`src/rtl/mire_gen_if.sv`:
```
// Wishbone classic bus between the pattern generator and the framebuffer.
// Latency: none, this is wiring only.
// Backpressure: the slave stalls the master by holding ack low.
//
// Signals:
//   cyc, stb       bus tenure / strobe (master)
//   we, sel        write enable, byte selects (master)
//   cti, bte       cycle type / burst type, classic only (master)
//   adr, dat_ms    byte address and write data (master)
//   ack            slave acknowledge (slave)
interface mire_gen_if;
  logic        cyc;
  logic        stb;
  logic        we;
  logic [3:0]  sel;
  logic [2:0]  cti;
  logic [1:0]  bte;
  logic [31:0] adr;
  logic [31:0] dat_ms;
  logic        ack;

  modport master (
    output cyc, stb, we, sel, cti, bte, adr, dat_ms,
    input  ack
  );

  modport slave (
    input  cyc, stb, we, sel, cti, bte, adr, dat_ms,
    output ack
  );
endinterface

```
`src/rtl/mire_gen.sv`:
```
// Test-pattern generator: writes one HDISP x VDISP frame of 32-bit pixels over Wishbone.
// Latency: first write one cycle after start; one pixel per cycle while ack is held high.
// Backpressure: adr/dat held until ack; cyc dropped for GAP cycles after every BURST writes.
//
// Ports:
//   clk, rst             clock, synchronous active-high reset
//   mode, solid_col      pattern select (0 grid, 1 bars, 2 checker, 3 solid) and solid colour
//   start, continuous    start one frame from idle; auto-restart after each frame
//   busy, frame_done     frame in progress; one-cycle pulse on the last pixel's ack
//   frame_cnt            completed frames, wraps
//   wshb                 Wishbone classic master
module mire_gen #(
  parameter int          HDISP    = 800,
  parameter int          VDISP    = 480,
  parameter int          BURST    = 64,
  parameter int          GAP      = 1,
  parameter int          GRID     = 16,
  parameter logic [31:0] BASE_ADR = 32'h0
) (
  input  logic              clk,
  input  logic              rst,
  input  logic [1:0]        mode,
  input  logic [31:0]       solid_col,
  input  logic              start,
  input  logic              continuous,
  output logic              busy,
  output logic              frame_done,
  output logic [15:0]       frame_cnt,
  mire_gen_if.master        wshb
);

  localparam int CW   = 16;
  localparam int BARW = HDISP / 8;
  localparam logic [31:0] WHITE = 32'h00FF_FFFF;

  typedef enum logic [1:0] {S_IDLE, S_XFER, S_GAP} state_t;

  state_t        state, state_nxt;
  logic [CW-1:0] x, y;
  logic [CW-1:0] bx;          // position inside the current colour bar
  logic [2:0]    bar;         // current colour bar index
  logic [CW-1:0] burst_cnt;
  logic [CW-1:0] gap_cnt;
  logic [1:0]    mode_q;
  logic [31:0]   solid_q;
  logic [31:0]   adr_q;
  logic [31:0]   dat_q;

  logic [CW-1:0] nx, ny, nbx;
  logic [2:0]    nbar;
  logic          line_end, last_pix, burst_end, gap_end;

  // Pixel colour. GRID is a power of two, so modulo becomes a mask and the
  // checker parity is the GRID bit of x^y. Bars use the running bar index
  // instead of dividing x by HDISP/8.
  function automatic logic [31:0] pix(input logic [1:0]    m,
                                      input logic [CW-1:0] px,
                                      input logic [CW-1:0] py,
                                      input logic [2:0]    b,
                                      input logic [31:0]   sc);
    logic [31:0] r;
    r = 32'h0;
    case (m)
      2'd0: r = (((px & CW'(GRID - 1)) == '0) || ((py & CW'(GRID - 1)) == '0)) ? WHITE : 32'h0;
      2'd1: begin
        case (b)
          3'd0:    r = 32'h00FF_FFFF;
          3'd1:    r = 32'h00FF_FF00;
          3'd2:    r = 32'h0000_FFFF;
          3'd3:    r = 32'h0000_FF00;
          3'd4:    r = 32'h00FF_00FF;
          3'd5:    r = 32'h00FF_0000;
          3'd6:    r = 32'h0000_00FF;
          default: r = 32'h0000_0000;
        endcase
      end
      2'd2:    r = (((px ^ py) & CW'(GRID)) == '0) ? WHITE : 32'h0;
      default: r = sc;
    endcase
    return r;
  endfunction

  // Position of the pixel that follows the current one in raster order.
  always_comb begin
    line_end  = (x == CW'(HDISP - 1));
    last_pix  = line_end && (y == CW'(VDISP - 1));
    burst_end = (burst_cnt == CW'(BURST - 1));
    gap_end   = (gap_cnt == CW'(GAP - 1));
    nx   = x + CW'(1);
    ny   = y;
    nbx  = bx + CW'(1);
    nbar = bar;
    if (line_end) begin
      nx   = '0;
      nbx  = '0;
      nbar = 3'd0;
      ny   = last_pix ? '0 : y + CW'(1);
    end else if (bx == CW'(BARW - 1)) begin
      nbx  = '0;
      nbar = bar + 3'd1;
    end
  end

  always_ff @(posedge clk) begin
    if (rst) state <= S_IDLE;
    else     state <= state_nxt;
  end

  always_comb begin
    state_nxt = state;
    case (state)
      S_IDLE: if (start) state_nxt = S_XFER;
      S_XFER: begin
        if (wshb.ack) begin
          // A final ack on a burst boundary still yields a single gap.
          if (last_pix)       state_nxt = continuous ? S_GAP : S_IDLE;
          else if (burst_end) state_nxt = S_GAP;
        end
      end
      S_GAP:   if (gap_end) state_nxt = S_XFER;
      default: state_nxt = S_IDLE;
    endcase
  end

  always_ff @(posedge clk) begin
    if (rst) begin
      x          <= '0;
      y          <= '0;
      bx         <= '0;
      bar        <= 3'd0;
      burst_cnt  <= '0;
      gap_cnt    <= '0;
      mode_q     <= 2'd0;
      solid_q    <= 32'h0;
      adr_q      <= BASE_ADR;
      dat_q      <= 32'h0;
      frame_done <= 1'b0;
      frame_cnt  <= 16'h0;
    end else begin
      frame_done <= 1'b0;
      case (state)
        S_IDLE: begin
          if (start) begin
            // Pattern selection is frozen here for the whole run, including
            // frames that restart automatically in continuous mode.
            mode_q    <= mode;
            solid_q   <= solid_col;
            x         <= '0;
            y         <= '0;
            bx        <= '0;
            bar       <= 3'd0;
            burst_cnt <= '0;
            gap_cnt   <= '0;
            adr_q     <= BASE_ADR;
            dat_q     <= pix(mode, '0, '0, 3'd0, solid_col);
          end
        end
        S_XFER: begin
          if (wshb.ack) begin
            x       <= nx;
            y       <= ny;
            bx      <= nbx;
            bar     <= nbar;
            gap_cnt <= '0;
            dat_q   <= pix(mode_q, nx, ny, nbar, solid_q);
            if (last_pix) begin
              adr_q      <= BASE_ADR;
              burst_cnt  <= '0;
              frame_done <= 1'b1;
              frame_cnt  <= frame_cnt + 16'd1;
            end else begin
              // Raster order is contiguous in memory, so the next pixel is
              // always one word further, even across a line end.
              adr_q     <= adr_q + 32'd4;
              burst_cnt <= burst_end ? '0 : burst_cnt + CW'(1);
            end
          end
        end
        S_GAP:   gap_cnt <= gap_cnt + CW'(1);
        default: ;
      endcase
    end
  end

  assign busy        = (state != S_IDLE);
  assign wshb.cyc    = (state == S_XFER);
  assign wshb.stb    = (state == S_XFER);
  assign wshb.we     = 1'b1;
  assign wshb.sel    = 4'hF;
  assign wshb.cti    = 3'b000;
  assign wshb.bte    = 2'b00;
  assign wshb.adr    = adr_q;
  assign wshb.dat_ms = dat_q;

endmodule

```
`src/flat_wrapper.sv`:
```
// flat-port wrapper written by rule: the top's interface ports become plain ports
module mire_gen_flat 
#(
  parameter int          HDISP    = 800,
  parameter int          VDISP    = 480,
  parameter int          BURST    = 64,
  parameter int          GAP      = 1,
  parameter int          GRID     = 16,
  parameter logic [31:0] BASE_ADR = 32'h0
)
  (clk, rst, mode, solid_col, start, continuous, busy, frame_done, frame_cnt, wshb_cyc, wshb_stb, wshb_we, wshb_sel, wshb_cti, wshb_bte, wshb_adr, wshb_dat_ms, wshb_ack);
  mire_gen_if wshb_i ();
  input  logic clk;
  input  logic rst;
  input  logic [1:0] mode;
  input  logic [31:0] solid_col;
  input  logic start;
  input  logic continuous;
  output logic busy;
  output logic frame_done;
  output logic [15:0] frame_cnt;
  output wire logic [$bits(wshb_i.cyc)-1:0] wshb_cyc;
  output wire logic [$bits(wshb_i.stb)-1:0] wshb_stb;
  output wire logic [$bits(wshb_i.we)-1:0] wshb_we;
  output wire logic [$bits(wshb_i.sel)-1:0] wshb_sel;
  output wire logic [$bits(wshb_i.cti)-1:0] wshb_cti;
  output wire logic [$bits(wshb_i.bte)-1:0] wshb_bte;
  output wire logic [$bits(wshb_i.adr)-1:0] wshb_adr;
  output wire logic [$bits(wshb_i.dat_ms)-1:0] wshb_dat_ms;
  input wire logic [$bits(wshb_i.ack)-1:0] wshb_ack;
  assign wshb_cyc = wshb_i.cyc;
  assign wshb_stb = wshb_i.stb;
  assign wshb_we = wshb_i.we;
  assign wshb_sel = wshb_i.sel;
  assign wshb_cti = wshb_i.cti;
  assign wshb_bte = wshb_i.bte;
  assign wshb_adr = wshb_i.adr;
  assign wshb_dat_ms = wshb_i.dat_ms;
  assign wshb_i.ack = wshb_ack;
  mire_gen #(.HDISP(HDISP), .VDISP(VDISP), .BURST(BURST), .GAP(GAP), .GRID(GRID), .BASE_ADR(BASE_ADR)) u_core (.clk(clk), .rst(rst), .mode(mode), .solid_col(solid_col), .start(start), .continuous(continuous), .busy(busy), .frame_done(frame_done), .frame_cnt(frame_cnt), .wshb(wshb_i));
endmodule
```
`config.mk`:
```
export PLATFORM = sky130hd
export DESIGN_NAME = mire_gen_flat
export DESIGN_NICKNAME = d
export VERILOG_FILES = /design/src/rtl/mire_gen_if.sv /design/src/rtl/mire_gen.sv /design/src/flat_wrapper.sv
export SDC_FILE = /design/constraint.sdc
export NUM_CORES = 1
export LEC_CHECK = 0
export ABC_AREA = 0
export ABC_CLOCK_PERIOD_IN_PS = 2150
export CAP_MARGIN = 20
export CORE_MARGIN = 2
export CORE_UTILIZATION = 51
export CTS_BUF_LIST = sky130_fd_sc_hd__clkbuf_4 sky130_fd_sc_hd__clkbuf_8
export DETAILED_ROUTE_END_ITERATION = 10
export GPL_TIMING_DRIVEN = 1
export HOLD_SLACK_MARGIN = 0.03
export PLACE_DENSITY = 0.78
export SLEW_MARGIN = 30
export SYNTH_ARGS = -nofsm -noshare
export SYNTH_HDL_FRONTEND = slang
export SYNTH_SLANG_ARGS = --single-unit
```
`constraint.sdc`:
```
create_clock -name clk -period 2.15 [get_ports clk]
set_input_delay 0.5375 -clock clk [delete_from_list [all_inputs] [get_ports clk]]
set_output_delay 0.5375 -clock clk [all_outputs]
set_load 0.05 [all_outputs]
```
==> results.txt <==
Routed wire length per instance: 15.55 µm. For the via count of the first global-routing pass, the log shows 8,536. The average size of a mapped cell is 8.159 µm², and the required time reported for the critical path endpoint is 2.50 ns.

The post-synthesis cell type with the largest combined area was dfxtp_1. The count of pins over their slew limit was 0. The Yosys step of the flow raised 0 warnings.

The fraction of registers with async set/reset was 0%; the residual overflow from global routing was 0. The global placement routability congestion was 0.8912; the flop and latch count out of synthesis was 198. The static leakage power came out at 0.004960 µW. The most common flop cell mapped by yosys was dfxtp_1. By instance count, the leading cell after synthesis is dfxtp_1. The run gives 49 as the floorplan row count. After the first detailed-routing iteration, the DRC count stood at 694.

The type of element launching the critical path was a register. Average via count per standard cell: 5.643. The die covers 0.01937 mm².

Global routing used 25.21% of the available tracks. Traced cell by cell, the critical path runs through ha_4 -> and4_4 -> nand4_4 -> or4_4 -> buf_12 -> nor3_4 -> xnor2_1 -> nor2_1. The core region is 0.01796 mm². Entering global routing, the biggest net connects 35 pins.

The horizontal die dimension is 139.2 µm. Minimum period implied by the final worst setup slack: 2.229 ns. Number of buffers on the longest clock path: 2. The layout net count is 1,424, and the sink count of the clock tree is 198. Setup repair after global routing could not meet its margin everywhere.

Registers take 0.004003 mm². The first TritonRoute pass finished after 6 iterations. The wire length of the first global-routing pass is 40.72 mm, and the final-layout fill cell count is 1,448. The count of buffers inserted at the top-level ports was 120. The number of enable flip-flop cells after synthesis was 0. In the post-synthesis netlist, the biggest area contributors are dfxtp_1 (43%), nand2_1 (6.8%), nor2_1 (6.3%). After layout, the worst path uses 103.7% of the clock period. The tools report the clock insertion delay at the later pin of the skew report as 0.49 ns. The floorplan step set the die height to 139.2 µm.

Of the cells placed in the final design, the portion with a size suffix greater than 1 is 20.16%. Compared with the post-synthesis result, the final layout area differs by 32.95%. Timing would allow up to 448.7 MHz. The highest cell delay on the worst timing path was 0.54 ns. In this run the remaining antenna-violating nets after routing total 0.

The run gives 1,142 as the synthesized netlist cell count. Setup violations remaining at the end of the flow were counted as 20. After clock tree synthesis, the clock-pin slew on the worst setup and hold paths is 0.11 ns. Minimum setup slack in the final design: -0.07854 ns. H-tree depth: 4. After synthesis the cells add up to 0.009318 mm².

The power density over the cells is 605.7 mW/mm². TritonCTS built the clock tree. The worst setup path is of the register to register kind. The logs give 0 for the number of buffers added to fix hold violations after cts and 2.58 ns for the arrival time at the worst endpoint. Sequential cells were found to cover 42.54% of the synthesized design area.

Once the floorplan was initialized, standard cells occupied 51.87% of the core. The reported max-cap violation count was 0; the final cell utilization of the core was 68.96%. In this run the clock root is driven by a clkbuf_8.

0 antenna diodes ended up in the layout. For the area of the multi-input gates, the log shows 0.005340 mm². Detailed placement ended at an HPWL of 17.48 mm. The run finished, with violations left. After synthesis, the largest area contributor takes up 42.54% of total cell area.

The worst setup path is captured at a register. In this run the worst path has a maximum fanout of 6. The headroom to the max-slew limit was 63.14%. The final reports fail on setup timing. In this run the worst hold path is classified as register to register. For the pin with the worst max-slew slack, the measured transition is 0.5551 ns. Number of buffers added by the clock tree synthesis step: 17.

The clock skew after layout was 0.01932 ns; the via count of the routed design was 9,131. Standard cell with the maximum stage delay on the critical path: or4_4. Wires add up to 25.16 mm. 133 I/O pins were placed. The sum of negative setup slack is -0.7207 ns, and the largest voltage drop on the vdd net is 521.7 µV. The tools report the post-detailed-route DRC marker count as 0. The initial antenna violation count is 0. After synthesis, the most frequently instantiated cells are dfxtp_1 (198), nand2_1 (170), nor2_1 (156). Yosys mapped the design onto 64 distinct sky130hd cell types.

The count of endpoints failing hold in the final timing report was 0.
==> cell type report <==
type                            instances  area share (%)
Clock buffer                           17           1.889
Clock inverter                         15           1.242
Inverter                               11          0.3737
Multi-Input combinational cell        876           43.11
Sequential cell                       198           32.31
Tap cell                              229           2.313
Timing Repair Buffer                  272           18.77
==> sequential cells by signal (all words and copies together) (netlist names) <==
signal / count
u_core.burst_cnt: 16
u_core.wshb.dat_ms: 32
u_core.x: 16
u_core.y: 16
u_core.bar: 3
u_core.state: 2
u_core.wshb.adr: 30
u_core.frame_cnt: 16
u_core.bx: 16
u_core.gap_cnt: 16
u_core.solid_q: 32
u_core.mode_q: 2
u_core.frame_done: 1
==> cells in the final DEF (no fill, tap or decap), types with 24 or more instances in the layout <==
master / Yosys / layout
xnor2_1: 33 / 33
xor2_1: 48 / 48
nand3_1: 47 / 44
clkdlybuf4s50_1: 0 / 37
nor3_1: 29 / 24
o21ai_0: 41 / 38
nand2b_1: 30 / 29
nand2_1: 170 / 170
nor2_1: 156 / 152
dfxtp_2: 0 / 25
nand4_1: 32 / 32
a21oi_1: 69 / 67
dlygate4sd2_1: 0 / 73
buf_4: 13 / 150
dfxtp_1: 198 / 171
==> worst max-delay path, delay by kind of cell (launching register included) <==
kind	cells	cell delay [ns]
and+or+nand+nor	5	1.23
xor gates and xnor gates	1	0.16
DFF	1	0.38
adders and majority gates	1	0.14
buffers and inverters	1	0.19
==> per-stage QoR <==
step	setup slack (ns)	hold WS [ns]	cell area (µm²)	cells	power [µW]
2_1_floorplan	-0.05252	0.4289	9457	1152	4738
3_3_place_gp	-0.3185	0.4399	11750	1578	5222
3_5_place_dp	-0.4297	0.4436	11750	1578	5243
4_1_cts	-0.07373	0.4594	12240	1614	7538
5_1_grt	-0.1238	0.4794	12390	1618	7777
6_report	-0.07854	0.4600	12390	1618	7504
==> final timing paths <==
path	from	to	slack (ns)	cells past startpoint
worst max-delay path	u_core.x[1]	u_core.frame_cnt[8]	-0.08	8
worst min-delay path	u_core.solid_q[16]	u_core.solid_q[16]	0.46	2
worst max register to register	u_core.x[1]	u_core.frame_cnt[8]	-0.08	8
worst min register to register	u_core.solid_q[16]	u_core.solid_q[16]	0.46	2
==> timing repair <==
action | in CTS | in global routing
pin swaps | 33 | 19
endpoints found under the setup margin | 107 | 101
gates cloned | 1 | 0
resized for setup | 102 | 34
setup buffers | 3 | 5
==> report_power, final <==
| part | internal, µW | leakage [µW] | switching [µW] |
|---|---|---|---|
| clock | 871 | 0.000196 | 1480 |
| combinational | 455 | 0.00314 | 825 |
| sequential | 3790 | 0.00162 | 79.3 |
| total | 5120 | 0.00496 | 2380 |
==> cell families after synthesis <==
family / Yosys count / share of synthesized area (%)
AO/OA/AOI/OAI: 199 / 13.83
XOR/XNOR: 81 / 7.614
adder cells (fa/ha/maj): 9 / 1.209
buffers and inverters: 78 / 3.760
flip-flops: 198 / 42.54
multiplexers: 7 / 0.7923
other: 2 / 0.08060
AND/OR/NAND/NOR: 568 / 30.17
==> routing by layer <==
layer / vias up / wire length [µm] / GRT usage (%)
met5: - / 0 / 0
met4: 0 / 425 / 8.559
met3: 33 / 1233 / 3.971
met2: 289 / 12440 / 43.01
met1: 4342 / 11060 / 32.64
li1: 4467 / - / -
Note: power is estimated with default switching activity, not from simulation.
